===== config.mk =====
export PLATFORM = sky130hd
export DESIGN_NAME = mem_port_arbiter
export DESIGN_NICKNAME = d
export VERILOG_FILES = /design/src/rtl/mem_port_arbiter.sv
export SDC_FILE = /design/constraint.sdc
export NUM_CORES = 1
export LEC_CHECK = 0
export ABC_CLOCK_PERIOD_IN_PS = 1600
export BUFFER_PORTS_ARGS = -buffer_cell sky130_fd_sc_hd__buf_2
export CORE_ASPECT_RATIO = 1.75
export CORE_MARGIN = 4
export CORE_UTILIZATION = 41
export DETAILED_ROUTE_END_ITERATION = 8
export HOLD_SLACK_MARGIN = 0.12
export PLACE_DENSITY = 0.76
export SYNTH_ARGS = -nofsm -noshare
export SYNTH_HDL_FRONTEND = slang
export SYNTH_SLANG_ARGS = --single-unit
export TNS_END_PERCENT = 1

===== constraint.sdc =====
create_clock -name i_Clk -period 1.6 [get_ports i_Clk]
set_input_delay 0.16 -clock i_Clk [delete_from_list [all_inputs] [get_ports i_Clk]]
set_output_delay 0.16 -clock i_Clk [all_outputs]
set_load 0.02 [all_outputs]

===== src/rtl/mem_port_arbiter.sv =====
// Two-port round-robin arbiter and fixed-latency sequencer for the shared memory port.
// Each grant runs IDLE -> ACCESS (WAIT_CYCLES) -> RESP, with a one-cycle ack in RESP.
module mem_port_arbiter #(
    parameter int unsigned ADDR_W      = 32,
    parameter int unsigned DATA_W      = 32,
    parameter int unsigned WAIT_CYCLES = 1
) (
    input  logic              i_Clk,
    input  logic              i_Reset,
    input  logic [1:0]        i_Req,
    input  logic [1:0]        i_WE,
    input  logic [ADDR_W-1:0] i_Addr0,
    input  logic [ADDR_W-1:0] i_Addr1,
    input  logic [DATA_W-1:0] i_WData0,
    input  logic [DATA_W-1:0] i_WData1,
    output logic [1:0]        o_Ack,
    output logic [DATA_W-1:0] o_RData,
    output logic              o_CoreStall,
    output logic              o_Busy,
    output logic              o_MemEn,
    output logic              o_MemWE,
    output logic [ADDR_W-1:0] o_MemAddr,
    output logic [DATA_W-1:0] o_MemWData,
    input  logic [DATA_W-1:0] i_MemRData
);

    localparam int unsigned CNT_W = 4;

    if (WAIT_CYCLES == 0 || WAIT_CYCLES > 15) begin : g_bad_wait
        $error("mem_port_arbiter: WAIT_CYCLES must be in 1..15");
    end

    typedef enum logic [1:0] {
        ST_IDLE   = 2'd0,
        ST_ACCESS = 2'd1,
        ST_RESP   = 2'd2
    } state_t;

    state_t              state_q,     state_d;
    logic [CNT_W-1:0]    cnt_q,       cnt_d;
    logic                last_q,      last_d;
    logic                owner_q,     owner_d;
    logic                mem_en_q,    mem_en_d;
    logic                mem_we_q,    mem_we_d;
    logic [ADDR_W-1:0]   mem_addr_q,  mem_addr_d;
    logic [DATA_W-1:0]   mem_wdata_q, mem_wdata_d;
    logic [DATA_W-1:0]   rdata_q,     rdata_d;
    logic [1:0]          ack_q,       ack_d;
    logic                busy_q,      busy_d;
    logic                grant;

    // Next-state and registered-output logic
    always_comb begin
        state_d     = state_q;
        cnt_d       = cnt_q;
        last_d      = last_q;
        owner_d     = owner_q;
        mem_en_d    = 1'b0;
        mem_we_d    = mem_we_q;
        mem_addr_d  = mem_addr_q;
        mem_wdata_d = mem_wdata_q;
        rdata_d     = rdata_q;
        ack_d       = 2'b00;
        grant       = 1'b0;

        case (state_q)
            ST_IDLE: begin
                if (i_Req != 2'b00) begin
                    // On a tie the port that did not win last time gets the grant
                    grant       = (i_Req == 2'b11) ? ~last_q : i_Req[1];
                    owner_d     = grant;
                    last_d      = grant;
                    mem_en_d    = 1'b1;
                    mem_we_d    = i_WE[grant];
                    mem_addr_d  = grant ? i_Addr1 : i_Addr0;
                    mem_wdata_d = grant ? i_WData1 : i_WData0;
                    cnt_d       = CNT_W'(WAIT_CYCLES);
                    state_d     = ST_ACCESS;
                end
            end
            ST_ACCESS: begin
                cnt_d = cnt_q - CNT_W'(1);
                if (cnt_q == CNT_W'(1)) begin
                    rdata_d        = i_MemRData;
                    ack_d[owner_q] = 1'b1;
                    state_d        = ST_RESP;
                end
            end
            ST_RESP: begin
                state_d = ST_IDLE;
            end
            default: begin
                state_d = ST_IDLE;
            end
        endcase

        busy_d = (state_d != ST_IDLE);
    end

    always_ff @(posedge i_Clk or negedge i_Reset) begin
        if (!i_Reset) begin
            state_q     <= ST_IDLE;
            cnt_q       <= '0;
            last_q      <= 1'b1;
            owner_q     <= 1'b0;
            mem_en_q    <= 1'b0;
            mem_we_q    <= 1'b0;
            mem_addr_q  <= '0;
            mem_wdata_q <= '0;
            rdata_q     <= '0;
            ack_q       <= 2'b00;
            busy_q      <= 1'b0;
        end else begin
            state_q     <= state_d;
            cnt_q       <= cnt_d;
            last_q      <= last_d;
            owner_q     <= owner_d;
            mem_en_q    <= mem_en_d;
            mem_we_q    <= mem_we_d;
            mem_addr_q  <= mem_addr_d;
            mem_wdata_q <= mem_wdata_d;
            rdata_q     <= rdata_d;
            ack_q       <= ack_d;
            busy_q      <= busy_d;
        end
    end

    assign o_Ack       = ack_q;
    assign o_RData     = rdata_q;
    assign o_Busy      = busy_q;
    assign o_MemEn     = mem_en_q;
    assign o_MemWE     = mem_we_q;
    assign o_MemAddr   = mem_addr_q;
    assign o_MemWData  = mem_wdata_q;
    assign o_CoreStall = i_Req[0] & ~ack_q[0];

endmodule


==> summary.log, run 1 <==
[route] DRC Markers 0
[route] initial detailed-routing violation count 86
[critical_path] critical path class reg -> reg
[run] reported max-cap violation count 0
[critical_path] Slowest Stage Delay on Critical Path 0.54 ns
[clocking] H-tree levels 3
[clocking] clock latency on the worst-skew pair 0.33 ns
[synthesis] mean post-synth cell area 16.1 um2
[global_routing] maximum number of pins on one net before global-route repair 41
[route] per-cell routed wire length 18.2 um
[critical_path] critical register-to-register path endpoint o_MemAddr[0]
[critical_path] cell seen most often among critical-path stages mux2_2
[sta] final period utilization 106%
[cells_and_area] nets@finish 809
[sta] transition at the pin with the smallest max-transition slack 0.394 ns
[critical_path] worst endpoint required time 1.82 ns
[cells_and_area] share of cells above drive strength 1 73.1%
[global_routing] global-route wire length before repair 21.9 mm
[critical_path] worst reg-to-reg setup slack -0.09 ns
[status] violated checks setup timing
[power] total power per unit cell area 1980 nW/um2
[synthesis] cell accounting for the most synthesized area dfrtp_1
[power] overall power consumption 15300 uW
[floorplanning] number of placed I/O pins 268
[cells_and_area] Layout area overhead 49.0%
[placement] worst setup timing slack at the placement stage -0.103 ns
[placement] dpl cell area 6820 um2
[critical_path] critical path buffer and inverter count 2
[clocking] TritonCTS buffer count 9
[cells_and_area] final standard cell utilization of the core 62.0%
[sta] post-layout minimum cycle time 1.69 ns
[floorplanning] DIE AREA 14500 um2
[sta] total negative slack for setup checks -3.88 ns
[critical_path] largest delay contributor family on the critical path multiplexers
[clocking] clock tree from TritonCTS done
[synthesis] gate count after technology mapping 322
[critical_path] cell chain of the critical path a21bo_4 -> buf_12 -> clkbuf_16 -> mux2_2 -> mux2_2
[sta] Setup violations, final 61
[clocking] sink count of the clock tree 109
[cells_and_area] Antenna Diode Count 0
[placement] Final Wtd Congestion 0.844
[cells_and_area] final design instance area without fill 7700 um2
[sta] Final Hold Fails 0
[floorplanning] core area 12400 um2
[critical_path] number of cells on the critical path 5
[power] Max IR drop VDD 0.000993 V
[sta] Max Clock Freq 591 MHz
[synthesis] library cell with the highest instance count after synthesis dfrtp_1
[synthesis] register bit count reported by yosys 109
[synthesis] top-area cell type share of the netlist area 52.3%
[placement] HPWL after DPL 10.4 mm
[critical_path] library cell contributing the largest single delay on the critical path dfstp_2
[route] DRT Wirelength 14.8 mm
[synthesis] Synth area leaders dfrtp_1 52%, mux2_4 23%, mux2_2 18%
[global_routing] initial antenna violation count 0
[floorplanning] Initial Utilization 41.6%
[floorplanning] Row Count 54
[hold_path] class of the tightest hold or removal check in -> reg
[synthesis] cell area after synthesis 5170 um2
[route] number of vias per cell after detailed routing 4.85
[status] status finished with violations
[critical_path] critical path endpoint category flip-flop
[sta] Max Clock Skew 0.0126 ns
[route] total iterations of the first detailed-routing run 4
[global_routing] global router's overall resource usage 19.1%
[power] Leak Pwr 0.00399 uW
[route] Final ANT Viol Nets 0
[global_routing] grt total ovfl 0
[cells_and_area] final-layout fill cell count 1004
[floorplanning] horizontal die dimension 92.9 um
[critical_path] worst setup path start last_q
[synthesis] portion of the post-synthesis area used by sequential elements 52.8%
[synthesis] number of different library cells in the post-synthesis netlist 26
[placement] number of port buffers 267
[critical_path] Crit Path Max Fanout 8
[synthesis] number of enable-type register cells in the synthesized netlist 0
[clocking] Reg clk slew, reported paths 0.07 ns
[sta] RSZ-0062 raised after global routing yes
[route] DR vias 3937
[synthesis] leading post-synthesis cells by instance count 108 x dfrtp_1, 84 x mux2_2, 78 x mux2_4
[sta] worst setup margin -0.0929 ns
[critical_path] Crit path arrival time 1.92 ns
[critical_path] worst flop-to-flop path startpoint last_q
[critical_path] Worst Setup Start Kind flip-flop
[critical_path] cells on worst reg2reg path 5
[synthesis] Post-Syn Nets 490
[synthesis] Synth Flop Type dfrtp_1
[global_routing] number of global-route vias before repair 4445
[clocking] buffer cell driving the clock tree root clkbuf_16
[critical_path] worst setup path endpoint o_MemAddr[0]
[clocking] maximum number of buffers from clock root to sink 2
[sta] Max Transition Viols Final 0
[synthesis] Yosys warning total 0
[synthesis] share of synthesized flip-flops with an asynchronous set or reset 100%
[sta] worst-case headroom to the max-slew limit 73.5%
[floorplanning] die outline height 157 um
-- report_power, final --
group	switching, uW	internal (uW)
clock	941	1290
sequential	761	4190
combinational	4020	4060
total	5720	9540
-- metal layers --
metal	track usage, %	wire length [um]
met5	0	0
met4	9.22	601
met2	35.0	7880
met1	19.4	5200
met3	5.58	1110
-- worst min-delay path by stage --
stage,start,depth (start not counted),endpoint,slack (ns)
final,i_Req[1],3,o_Busy,0.16
after floorplan,i_Reset,0,cnt_q[0],-0.14
after CTS,i_Req[1],3,o_Busy,0.14
after detailed placement,i_Reset,1,o_RData[16],0.12
after global routing,i_Addr0[21],3,o_MemAddr[21],0.16
after global placement,i_Reset,1,o_RData[16],0.11
-- sequential cells by signal, summed over array words and instances (netlist names) --
register,cells
o_MemAddr,32
o_MemWData,32
o_RData,32
cnt_q,4
o_Ack,2
state_q,2
last_q,1
o_Busy,1
o_MemEn,1
o_MemWE,1
owner_q,1
-- cells by family after synthesis --
| logic type | synth area share [%] |
|---|---|
| AO/OA/AOI/OAI | 1.31 |
| XOR/XNOR | 0.339 |
| adder cells (fa/ha/maj) | 0.484 |
| buffers and inverters | 2.86 |
| flip-flops | 52.8 |
| multiplexers | 41.0 |
| AND/OR/NAND/NOR | 1.26 |
-- layout by cell type (no fill, tap or decap) --
cell type,Yosys,routed
a21bo_4,0,1
a21oi_1,2,2
a22o_1,1,1
a31oi_1,1,1
buf_12,0,9
buf_2,10,266
buf_4,2,10
buf_6,5,2
bufinv_16,0,1
clkbuf_16,0,12
clkbuf_8,0,2
clkinv_2,0,1
clkinv_4,0,1
clkinvlp_4,0,1
dfrtp_1,108,108
dfstp_2,1,1
dlygate4sd3_1,0,35
ha_1,2,2
inv_1,6,6
mux2_2,84,60
mux2_4,78,102
nand2_1,2,1
nand2_2,0,1
nand2b_1,1,1
nand3b_1,1,1
nor2_1,5,5
nor2b_1,2,2
nor3_1,1,1
nor3b_4,0,1
o21ai_0,2,2
o22ai_1,1,1
o31ai_1,1,1
o32ai_1,1,1
xor2_1,2,2
-- per-stage QoR --
stage,hold slack (ns),instances
after floorplan,-0.136,322
after CTS,0.141,804
final,0.162,812
after global placement,0.111,755
after detailed placement,0.117,755
after global routing,0.160,812
-- what timing repair did --
item	4_1_cts	5_1_grt
cloned	0	5
gates resized for setup	1	26
buffers inserted	0	3
pin swaps	0	2
endpoints found under the setup margin	90	93
hold buffers	35	0
endpoints found under the hold margin	124	0
-- worst reg2reg max path, delay by kind of cell, from the launching register on --
kind                   cells  cell delay (ns)
multiplexers               2             0.59
flip-flops                 1             0.54
buffers and inverters      2             0.30
AO/OA/AOI/OAI              1             0.15
-- area by class of cell --
cell class,instances,area (um2),area share (%)
sequential,109,2730,35.4
clock buffer,11,253,3.28
clock inverter,3,46.3,0.601
inverter,7,27.5,0.357
timing repair buffer,325,2030,26.4
multi-input combinational,189,2400,31.2
tap,168,210,2.73
No activity file was read; power rests on OpenSTA's default activity.
==> run 2: changes to the inputs <==
Settings changed: REMOVE_ABC_BUFFERS set to 1.
==> run 2 against run 1 <==
The run still ends with setup timing left. Clock power increased by 3%. Final cell count is 0.12% higher. Largest cell class unchanged. Worst hold slack better by 0.0031 ns. Critical path type unchanged. Global-route usage increased by 1.8 points. Via count decreased by 0.30%. Clock-buffer cell count is the same. Flip-flop and latch count did not move. Fmax increased by 0.80%. Combinational power is 3.8% higher. Wire length up 4.4%. Highest routed layer unchanged. Clock skew decreased by 0.00096 ns.
==> summary.log, run 2 (synthesis gave the netlist of run 1 again) <==
[power] Leak Pwr 0.00411 uW [was 0.00399 uW]
[clocking] Reg clk slew, reported paths 0.07 ns [about the same]
[placement] number of port buffers 267 [unchanged]
[global_routing] number of global-route vias before repair 4442 [was 4445]
[cells_and_area] share of cells above drive strength 1 73.4% [was 73.1%]
[sta] final period utilization 105% [was 106%]
[critical_path] Crit path arrival time 1.89 ns [was 1.92 ns]
[status] violated checks setup timing [unchanged]
[cells_and_area] Layout area overhead 51.5% [was 49.0%]
[sta] Max Clock Freq 595 MHz [was 591 MHz]
[placement] worst setup timing slack at the placement stage -0.114 ns [was -0.103 ns]
[route] total iterations of the first detailed-routing run 4 [unchanged]
[power] Net Switching 5940 uW [was 5720 uW]
[power] sw frac 37.9% [was 37.5%]
[floorplanning] DIE AREA 14500 um2 [unchanged]
[route] DR vias 3925 [was 3937]
[floorplanning] core area 12400 um2 [unchanged]
[floorplanning] number of placed I/O pins 268 [unchanged]
[cells_and_area] most used cells in the layout excluding fill and tap cells 266 x buf_2, 127 x mux2_4, 108 x dfrtp_1 [was 266 x buf_2, 108 x dfrtp_1, 102 x mux2_4]
[cells_and_area] nets@finish 807 [was 809]
[hold_path] class of the tightest hold or removal check in -> async [was in -> reg]
[critical_path] critical path endpoint category flip-flop [unchanged]
[route] number of vias per cell after detailed routing 4.83 [was 4.85]
[clocking] clock latency on the worst-skew pair 0.34 ns [was 0.33 ns]
[sta] worst setup margin -0.0795 ns [was -0.0929 ns]
[power] Combinational Power Share 53.5% [was 52.9%]
[floorplanning] die outline height 157 um [unchanged]
[sta] WHS 0.165 ns [was 0.162 ns]
[sta] post-layout minimum cycle time 1.68 ns [was 1.69 ns]
[critical_path] Crit Path Max Fanout 8 [unchanged]
[global_routing] initial antenna violation count 0 [unchanged]
[clocking] buffer cell driving the clock tree root clkbuf_16 [unchanged]
[route] initial detailed-routing violation count 130 [was 86]
[route] DRT Wirelength 15.5 mm [was 14.8 mm]
[critical_path] Worst Setup Start Kind flip-flop [unchanged]
[sta] Max Transition Viols Final 0 [unchanged]
[global_routing] grt total ovfl 0 [unchanged]
[clocking] TritonCTS buffer count 9 [unchanged]
[route] DRC Markers 0 [unchanged]
[clocking] sink count of the clock tree 109 [unchanged]
[sta] Setup violations, final 65 [was 61]
[clocking] H-tree levels 3 [unchanged]
[critical_path] worst endpoint required time 1.81 ns [was 1.82 ns]
[floorplanning] Row Count 54 [unchanged]
[sta] Max Clock Skew 0.0116 ns [was 0.0126 ns]
[clocking] maximum number of buffers from clock root to sink 2 [unchanged]
[power] register share of total power 31.8% [was 32.5%]
[power] total power per unit cell area 2000 nW/um2 [was 1980 nW/um2]
[cells_and_area] most common cell after layout, fill and taps aside buf_2 [unchanged]
[sta] RSZ-0062 raised after global routing yes [unchanged]
[critical_path] critical path class reg -> reg [unchanged]
[route] per-cell routed wire length 19.0 um [was 18.2 um]
[cells_and_area] final standard cell utilization of the core 63.0% [was 62.0%]
[critical_path] worst flop-to-flop path startpoint last_q [unchanged]
[placement] Final Wtd Congestion 0.793 [was 0.844]
[global_routing] maximum number of pins on one net before global-route repair 107 [was 41]
[sta] Final Hold Fails 0 [unchanged]
[placement] HPWL after DPL 10.6 mm [was 10.4 mm]
[power] power share of the clock group 14.7% [was 14.6%]
[sta] transition at the pin with the smallest max-transition slack 0.599 ns [was 0.394 ns]
[floorplanning] Initial Utilization 41.6% [unchanged]
[route] Final ANT Viol Nets 0 [unchanged]
[floorplanning] horizontal die dimension 92.9 um [unchanged]
[power] total internal power 9730 uW [was 9540 uW]
[status] status finished with violations [unchanged]
[power] Max IR drop VDD 0.000889 V [was 0.000993 V]
[global_routing] global-route wire length before repair 23.4 mm [was 21.9 mm]
[run] reported max-cap violation count 0 [unchanged]
[critical_path] worst setup path start last_q [unchanged]
[sta] worst-case headroom to the max-slew limit 60.1% [was 73.5%]
[clocking] clock tree from TritonCTS done [unchanged]
[global_routing] global router's overall resource usage 20.8% [was 19.1%]
[run 2: cell count changes in the layout (fill, tap and decap cells not counted), sizes merged]
| cell | delta |
|---|---|
| clkbuf | -2 |
| inv | +2 |
| buf | +1 |
| diode | +1 |
| dlygate4sd3 | -1 |
[run 2: final timing paths]
| kind | to | slack (ns) | cells past startpoint |
|---|---|---|---|
| worst min register to register | o_Ack[0] | 0.43 | 1 |
| min in group i_Clk | o_MemWData[3] | 0.17 | 3 |
| worst min-delay path | o_RData[1] | 0.16 | 2 |
| max in group asynchronous | o_MemAddr[15] | 0.66 | 3 |
| worst max register to register | o_MemWData[4] | -0.08 | 5 |
| worst max-delay path | o_MemWData[4] | -0.08 | 5 |
[run 2: final cells by class]
class / instances / area, um2
Antenna cell: 1 / 2.50
Timing Repair Buffer: 323 / 2050
Sequential cell: 109 / 2730
Tap cell: 168 / 210
Inverter: 7 / 27.5
Clock inverter: 5 / 66.3
Multi-Input combinational cell: 189 / 2500
Clock buffer: 11 / 243
Fill cell: 1002 / 4600
[run 2: power groups by stage]
stage	Combinational (uW)	Sequential [uW]	Clock, uW
global route	8840	5140	2480
global placement	7480	4900	0
CTS	8120	4950	2370
finish	8390	4980	2300
detailed placement	7670	4980	0
floorplan	3470	6540	0
[run 2: per-stage QoR]
step / instances / setup TNS (ns) / instance area (um2) / power (uW)
3_5_place_dp: 752 / -3.97 / 6770 / 12700
6_report: 813 / -3.03 / 7830 / 15700
2_1_floorplan: 305 / -69.97 / 5050 / 10000
5_1_grt: 812 / -5.79 / 7830 / 16500
3_3_place_gp: 752 / -1.90 / 6770 / 12400
4_1_cts: 811 / -3.57 / 7670 / 15400
[run 2: timing repair]
action                                  in CTS  in global routing
hold buffers                                34                  0
hold endpoints to repair                   141                  0
buffers inserted                             4                  0
pin swaps                                    2                  0
cloned                                       5                  1
resized for setup                           26                 37
endpoints found under the setup margin      96                 97
[run 2: critical path, stage by stage (launching register included)]
cell and delay [ns]:
dfstp_2 0.54, a21bo_4 0.15, buf_6 0.14, buf_12 0.15
mux2_4 0.31, mux2_4 0.26
[run 2: layer usage]
metal,vias to the layer above,part of all wire [%],global-route usage [%]
li1,1781,-,-
met1,1962,35,23.0
met2,148,56,37.9
met3,34,4.6,4.09
met4,0,3.4,9.92
met5,-,0,0
